==> src/rtl/serializer.sv <==
// Parallel-to-serial converter, MSB first, one bit per clock.
// A one-word holding register lets words stream with no idle cycles.
module serializer #(
  parameter int DATA_BUS_WIDTH = 16,
  parameter int MOD_WIDTH      = $clog2(DATA_BUS_WIDTH)
) (
  input  logic                      clk_i,
  input  logic                      srst_i,
  input  logic [DATA_BUS_WIDTH-1:0] data_i,
  input  logic [MOD_WIDTH-1:0]      data_mod_i,
  input  logic                      data_val_i,
  output logic                      ready_o,
  output logic                      ser_data_o,
  output logic                      ser_data_val_o,
  output logic                      busy_o
);

  localparam int W  = DATA_BUS_WIDTH;
  localparam int CW = MOD_WIDTH + 1;

  typedef enum logic {
    IDLE,
    SHIFT
  } state_e;

  state_e          state_q, state_d;
  logic [W-1:0]    shift_q, shift_d;
  logic [W-1:0]    pend_q, pend_d;
  logic [CW-1:0]   cnt_q, cnt_d;
  logic [CW-1:0]   pend_len_q, pend_len_d;
  logic            pend_vld_q, pend_vld_d;
  logic            sdata_q, sdata_d;
  logic            sval_q, sval_d;
  logic [CW-1:0]   in_len;
  logic            accept;
  logic            last;

  assign in_len  = (data_mod_i == '0) ? CW'(W) : CW'(data_mod_i);
  assign ready_o = !pend_vld_q && !srst_i;
  assign accept  = data_val_i && ready_o;
  // cnt_q counts bits left including the one currently on the output
  assign last    = (state_q == SHIFT) && (cnt_q == CW'(1));

  assign ser_data_o     = sdata_q;
  assign ser_data_val_o = sval_q;
  assign busy_o         = (state_q == SHIFT) || pend_vld_q;

  always_comb begin
    state_d    = state_q;
    shift_d    = shift_q;
    cnt_d      = cnt_q;
    pend_d     = pend_q;
    pend_len_d = pend_len_q;
    pend_vld_d = pend_vld_q;
    sdata_d    = 1'b0;
    sval_d     = 1'b0;
    unique case (state_q)
      IDLE: begin
        if (accept) begin
          state_d = SHIFT;
          sval_d  = 1'b1;
          sdata_d = data_i[W-1];
          shift_d = {data_i[W-2:0], 1'b0};
          cnt_d   = in_len;
        end
      end
      SHIFT: begin
        if (!last) begin
          sval_d  = 1'b1;
          sdata_d = shift_q[W-1];
          shift_d = {shift_q[W-2:0], 1'b0};
          cnt_d   = cnt_q - CW'(1);
          if (accept) begin
            pend_d     = data_i;
            pend_len_d = in_len;
            pend_vld_d = 1'b1;
          end
        end else if (pend_vld_q) begin
          sval_d     = 1'b1;
          sdata_d    = pend_q[W-1];
          shift_d    = {pend_q[W-2:0], 1'b0};
          cnt_d      = pend_len_q;
          pend_vld_d = 1'b0;
        end else if (accept) begin
          sval_d  = 1'b1;
          sdata_d = data_i[W-1];
          shift_d = {data_i[W-2:0], 1'b0};
          cnt_d   = in_len;
        end else begin
          state_d = IDLE;
        end
      end
      default: state_d = IDLE;
    endcase
  end

  always_ff @(posedge clk_i or posedge srst_i) begin
    if (srst_i) begin
      state_q    <= IDLE;
      shift_q    <= '0;
      cnt_q      <= '0;
      pend_q     <= '0;
      pend_len_q <= '0;
      pend_vld_q <= 1'b0;
      sdata_q    <= 1'b0;
      sval_q     <= 1'b0;
    end else begin
      state_q    <= state_d;
      shift_q    <= shift_d;
      cnt_q      <= cnt_d;
      pend_q     <= pend_d;
      pend_len_q <= pend_len_d;
      pend_vld_q <= pend_vld_d;
      sdata_q    <= sdata_d;
      sval_q     <= sval_d;
    end
  end

endmodule

==> config.mk <==
export PLATFORM = sky130hd
export DESIGN_NAME = serializer
export DESIGN_NICKNAME = d
export VERILOG_FILES = /design/src/rtl/serializer.sv
export SDC_FILE = /design/constraint.sdc
export NUM_CORES = 1
export LEC_CHECK = 0
export ABC_AREA = 0
export CORE_UTILIZATION = 52
export CTS_CLUSTER_DIAMETER = 150
export DETAILED_ROUTE_END_ITERATION = 8
export GPL_TIMING_DRIVEN = 0
export HOLD_SLACK_MARGIN = 0.05
export PLACE_DENSITY = 0.76
export SYNTH_ARGS = -nofsm -noshare
export SYNTH_HDL_FRONTEND = slang
export SYNTH_SLANG_ARGS = --single-unit
==> constraint.sdc <==
create_clock -name clk_i -period 3.7 [get_ports clk_i]
set_clock_uncertainty 0.05 [all_clocks]
set_input_delay 0.37 -clock clk_i [delete_from_list [all_inputs] [get_ports clk_i]]
set_output_delay 0.37 -clock clk_i [all_outputs]
set_load 0.05 [all_outputs]
==> results of run 1 <==
[critical path: stages (launching register included)]
cell and delay [ns]:
dfrtp_1 0.35, clkbuf_1 0.36, or2_2 0.19, clkdlybuf4s50_1 0.78
[metrics by stage]
step | power (mW) | util (%) | hold slack, ns
3_5_place_dp | 1.69 | 64.3 | 0.434
5_1_grt | 2.14 | 66.9 | 0.458
4_1_cts | 2.02 | 66.9 | 0.452
3_3_place_gp | 1.63 | 64.3 | 0.424
6_report | 2.02 | 66.9 | 0.448
2_1_floorplan | 1.46 | - | 0.406
[flip-flops by register name (all words and copies together) (netlist names)]
name            cells
ser_data_o          1
ser_data_val_o      1
shift_q            16
cnt_q               5
pend_q             16
pend_len_q          5
pend_vld_q          1
[kinds of logic (layout without fill, tap and decap cells)]
| family | after synthesis | count (layout) | synth area share [%] |
|---|---|---|---|
| fa+ha+maj | 2 | 2 | 1.18 |
| simple gates | 57 | 57 | 12.7 |
| compound gates | 47 | 47 | 16.2 |
| flops | 45 | 45 | 53.1 |
| mux | 22 | 22 | 11.6 |
| buf+inv | 18 | 52 | 4.37 |
| xor+xnor | 2 | 2 | 0.826 |
[synthesized netlist by cell type, types with 2 or more instances]
| cell type | count | area (um2) |
|---|---|---|
| a22oi_1 | 3 | 22.5 |
| ha_1 | 2 | 25.0 |
| mux2_1 | 20 | 225 |
| buf_2 | 2 | 10.0 |
| dfrtp_1 | 45 | 1130 |
| a21oi_1 | 2 | 10.0 |
| or2_2 | 2 | 12.5 |
| clkbuf_1 | 8 | 30.0 |
| a32oi_1 | 17 | 149 |
| buf_6 | 2 | 22.5 |
| inv_1 | 4 | 15.0 |
| o22ai_1 | 17 | 106 |
| o21ai_1 | 3 | 15.0 |
| nor2_1 | 2 | 7.51 |
| buf_4 | 2 | 15.0 |
| nand2_1 | 45 | 169 |
[layout make-up]
class,instances,share of cell area [%]
repair buffers,26,10.2
well taps,48,2.36
multi-input cells,130,35.5
plain buffers,14,3.05
clock inverters,1,0.197
clock buffers,7,3.79
inverters,4,0.591
flip-flops and latches,45,44.3
[power by group]
| part | internal [mW] | total (mW) | switching (mW) | leakage (nW) |
|---|---|---|---|---|
| Combinational | 0.374 | 0.808 | 0.435 | 0.482 |
| Sequential | 0.735 | 0.882 | 0.147 | 0.528 |
| Clock | 0.169 | 0.327 | 0.158 | 0.0542 |
[how the worst max path moves through the flow]
stage	start	slack, ns	endpoint
6_report	ser_data_val_o	1.31	busy_o
4_1_cts	ser_data_val_o	1.30	busy_o
5_1_grt	ser_data_val_o	1.21	busy_o
3_5_place_dp	srst_i	1.43	ready_o
2_1_floorplan	pend_vld_q	1.55	shift_q[6]
3_3_place_gp	srst_i	1.31	pend_q[4]
[per-layer routing]
layer  up-vias  track usage, %  share of wire, %
li1        775               -                 -
met1       831            31.1                44
met2        52            40.9                50
met3         6            4.66               5.0
met4         0            5.43              0.80
met5         -               0                 0
==> metrics.md, run 1 <==
| Metric | Value |
|---|---|
| Status | `complete, no violations` |
| Vias in the first global route | `1,644` |
| Slack of the critical path | `1.31 ns` |
| Final Instance Area | `2540 um2` |
| Final Max Slew Viols | `0` |
| Fmax | `418 MHz` |
| Top FF cell, synth | `dfrtp_1` |
| PD cells | `793 nW/um2` |
| Footprint of the multi-input gates | `902 um2` |
| Number of DRC markers in iteration 0 | `139` |
| Worst reg2reg setup slack | `1.58 ns` |
| Post-synthesis register bit count | `45` |
| Syn Nets | `218` |
| End of the worst register-to-register path | `shift_q[7]` |
| Synth async-reset ratio | `100%` |
| Hold_buf cts | `0` |
| Reg2reg path depth | `7` |
| Pleak | `1.06 nW` |
| Placed cells | `267` |
| Post-synth EDFFs | `0` |
| Tot GR Track Use | `23.9%` |
| Non-filler instance count after layout | `275` |
| Fin crit share | `64.6%` |
| Slew margin rel. | `39.3%` |
| Worst EP required | `3.28 ns` |
| Max-Cap Viols | `0` |
| Vias per cell | `6.05` |
| Core Area | `3800 um2` |
| Sequential share of the synthesized area | `53.1%` |
| Via Count | `1,664` |
| Mean Syn Cell Area | `11.0 um2` |
| Mapped cell area | `2120 um2` |
| CTS tree | `done` |
| WHS Endpoint | `pend_q[8]` |
| Drt first pass iters | `4` |
| Chip height | `65.9 um` |
| IO buf count | `26` |
| Die footprint | `4340 um2` |
| CTS sink cnt | `45` |
| Min-delay src | `pend_q[8]` |
| CTS Buf Count | `5` |
| Placed Area | `2440 um2` |
| Root Driver | `clkbuf_8` |
| Largest net degree at the start of global routing | `46` |
| Global-route wire length before repair | `7700 um` |
| RSZ-0062 raised after global routing | `false` |
| Setup crit end kind | `primary output` |
| Peak supply drop | `0.379 mV` |
| Diode count | `0` |
| Setup TNS | `0 ns` |
| Clock Path Buffers | `2` |
| Critical Path AT | `1.97 ns` |
| Starting density of the core | `55.8%` |
| Number of H-tree levels | `2` |
| Clock transition at the registers of the reported paths | `0.08 ns` |
| Detailed Route WL | `4750 um` |
| Post-CTS resize count | `0` |
| Share of cells above drive strength 1 | `10.1%` |
| Yosys cell types | `33` |
| Mapped Cells | `193` |
| DP HPWL | `3300 um` |
| Setup bufs post-CTS | `0` |
| Total grt overflow | `0` |
| Layout Nets | `251` |
| Filler instances | `278` |
| Worst slew pin tran | `0.910 ns` |
| Syn. warnings | `0` |
| Final hold violations | `0` |
| Final GP Congestion | `0.825` |
| Initial antenna violation count | `0` |
| Hold Path Class | `reg -> reg` |
| Placement Setup Slack | `1.43 ns` |
| Die Wd | `65.9 um` |
| Startpoint Class | `flip-flop` |
| Drt drc | `0` |
| Reg-to-Reg Start | `cnt_q[1]` |
| Clk_lat worst skew | `0.29 ns` |
| ANT nets after route | `0` |
| CP max FO | `9` |
| Setup-failing EPs final | `0` |
| Most frequent cells in the layout | `nand2_1, dfrtp_1, clkdlybuf4s50_1, mux2_1` |
| Kind of critical path | `reg -> out` |
| Rows | `22` |
| Per-cell routed wire length | `17.3 um` |
| Worst hold path cell count | `1` |
| Crit path time final | `2.39 ns` |
| Num ports | `27` |
| Area growth, synth to finish | `19.9%` |
| Reg area | `1130 um2` |
Power figures use the tool's default switching activity.
==> inputs of run 2 (changes only) <==
- clock period: 3.7 -> 2.33 ns (I/O delays scaled with it)
==> metrics.md, run 2 (synthesized netlist as in run 1, its figures left out) <==
| Metric | Value |
|---|---|
| Worst setup startpoint | `cnt_q[1]` |
| Max-Cap Viols | `0` |
| Via Count | `1,666` |
| Worst Path Buf+Inv | `2` |
| Placed Area | `2440 um2` |
| Per-cell routed wire length | `17.3 um` |
| CTS Buf Count | `5` |
| Area growth, synth to finish | `20.0%` |
| Peak supply drop | `0.602 mV` |
| Critical Path AT | `2.22 ns` |
| WHS | `0.448 ns` |
| Starting density of the core | `55.8%` |
| Root Driver | `clkbuf_8` |
| Setup-failing EPs final | `0` |
| Drt drc | `0` |
| Largest net degree at the start of global routing | `46` |
| Clock Path Buffers | `2` |
| Num ports | `27` |
| Startpoint Class | `flip-flop` |
| DP HPWL | `3300 um` |
| Hold_buf cts | `0` |
| Hold Path Class | `reg -> reg` |
| Crit path max-delay family | `simple AND/OR/NAND/NOR gates` |
| Layout Nets | `251` |
| Regs by FF count | `pend_q x16, shift_q x16` |
| Die footprint | `4340 um2` |
| Die Wd | `65.9 um` |
| Share of cells above drive strength 1 | `10.1%` |
| Total grt overflow | `0` |
| Kind of critical path | `reg -> reg` |
| Final Instance Area | `2540 um2` |
| Rows | `22` |
| Worst-path cell chain | `inv_1, ha_1, nor4b_2, nand2_1, clkbuf_1, o22ai_1, a32oi_1` |
| Detailed Route WL | `4760 um` |
| Slew margin rel. | `39.3%` |
| Clk_lat worst skew | `0.29 ns` |
| CTS tree | `done` |
| Slowest stage cell, crit path | `dfrtp_1` |
| Final hold violations | `0` |
| ANT nets after route | `0` |
| Fin crit share | `91.0%` |
| Number of H-tree levels | `2` |
| CP max FO | `10` |
| Worst slew pin tran | `0.910 ns` |
| Metal2 WL | `2390 um` |
| CTS sink cnt | `45` |
| Reg-to-Reg Start | `cnt_q[1]` |
| Vias in the first global route | `1,644` |
| Number of DRC markers in iteration 0 | `139` |
| Setup TNS | `0 ns` |
| PD cells | `1260 nW/um2` |
| Status | `complete, no violations` |
| Drt first pass iters | `4` |
| Clock transition at the registers of the reported paths | `0.08 ns` |
| Met3 WL | `242 um` |
| IO buf count | `26` |
| Setup crit end kind | `flip-flop` |
| Global-route wire length before repair | `7700 um` |
| Initial antenna violation count | `0` |
| Pleak | `1.06 nW` |
| Filler instances | `278` |
| Min-delay src | `pend_q[8]` |
| Met1 wire length | `2090 um` |
| Worst EP required | `2.43 ns` |
| Most frequent cells in the layout | `nand2_1, dfrtp_1, clkdlybuf4s50_1, mux2_1` |
| Tot GR Track Use | `23.9%` |
| RSZ-0062 raised after global routing | `false` |
| Max Used Layer | `met4` |
| Crit-path max cell delay | `0.40 ns` |
| Diode count | `0` |
| Final GP Congestion | `0.825` |
| Fmax | `472 MHz` |
| Core Area | `3800 um2` |
| Vias per cell | `6.06` |
| Final Max Slew Viols | `0` |
| Crit path time final | `2.12 ns` |
| Chip height | `65.9 um` |
## run 2: final cells by class
class / count / area (um2) / area share (%)
buffer: 14 / 77.6 / 3.05
clock buffer: 7 / 96.3 / 3.79
clock inverter: 1 / 5.00 / 0.197
inverter: 4 / 15.0 / 0.590
multi-input combinational: 130 / 902 / 35.4
sequential: 45 / 1130 / 44.2
tap: 48 / 60.1 / 2.36
timing repair buffer: 26 / 263 / 10.3
## run 2: path summary, 6_finish.rpt
kind                                    to  slack (ns)  cells past startpoint
worst max register to register  shift_q[7]        0.21                      7
worst min-delay path             pend_q[8]        0.45                      1
max in group asynchronous        pend_q[2]        1.15                      2
worst min register to register   pend_q[8]        0.45                      1
worst max-delay path            shift_q[7]        0.21                      7
min in group asynchronous       pend_q[14]        0.51                      2
## run 2: metrics by stage
| stage | util (%) | power, mW | instances | setup slack [ns] |
|---|---|---|---|---|
| after global routing | 67.0 | 3.40 | 275 | 0.102 |
| after detailed placement | 64.3 | 2.69 | 267 | 0.276 |
| after global placement | 64.3 | 2.59 | 267 | 0.0801 |
| final | 67.0 | 3.20 | 275 | 0.210 |
| after floorplan | - | 2.32 | 193 | 0.176 |
| after CTS | 66.9 | 3.20 | 275 | 0.0696 |
## run 2: layer usage
| layer | vias to the layer above | GRT usage [%] |
|---|---|---|
| met3 | 6 | 4.66 |
| met2 | 52 | 40.9 |
| met5 | - | 0 |
| li1 | 775 | - |
| met1 | 833 | 31.1 |
| met4 | 0 | 5.43 |
## run 2: where the power goes
group	switching, mW	internal (mW)	total, mW
Clock	0.251	0.268	0.519
Sequential	0.234	1.17	1.40
Combinational	0.690	0.593	1.28
Total	1.18	2.03	3.20
## run 2: timing repair
item                                    in CTS  in global routing
buffers inserted                             0                  0
endpoints found under the setup margin       0                  1
resized for setup                            0                  1
## run 2: worst register-to-register path: stages (launching register included)
cell and delay, ns:
dfrtp_1 0.40, inv_1 0.08, ha_1 0.17, nor4b_2 0.32, nand2_1 0.33, clkbuf_1 0.34
o22ai_1 0.21, a32oi_1 0.08
==> inputs of run 3 (changes only) <==
- ABC_CLOCK_PERIOD_IN_PS: not set -> 2330
==> results of run 3 <==
Final layout, timing and power as in run 2 (identical DEF).
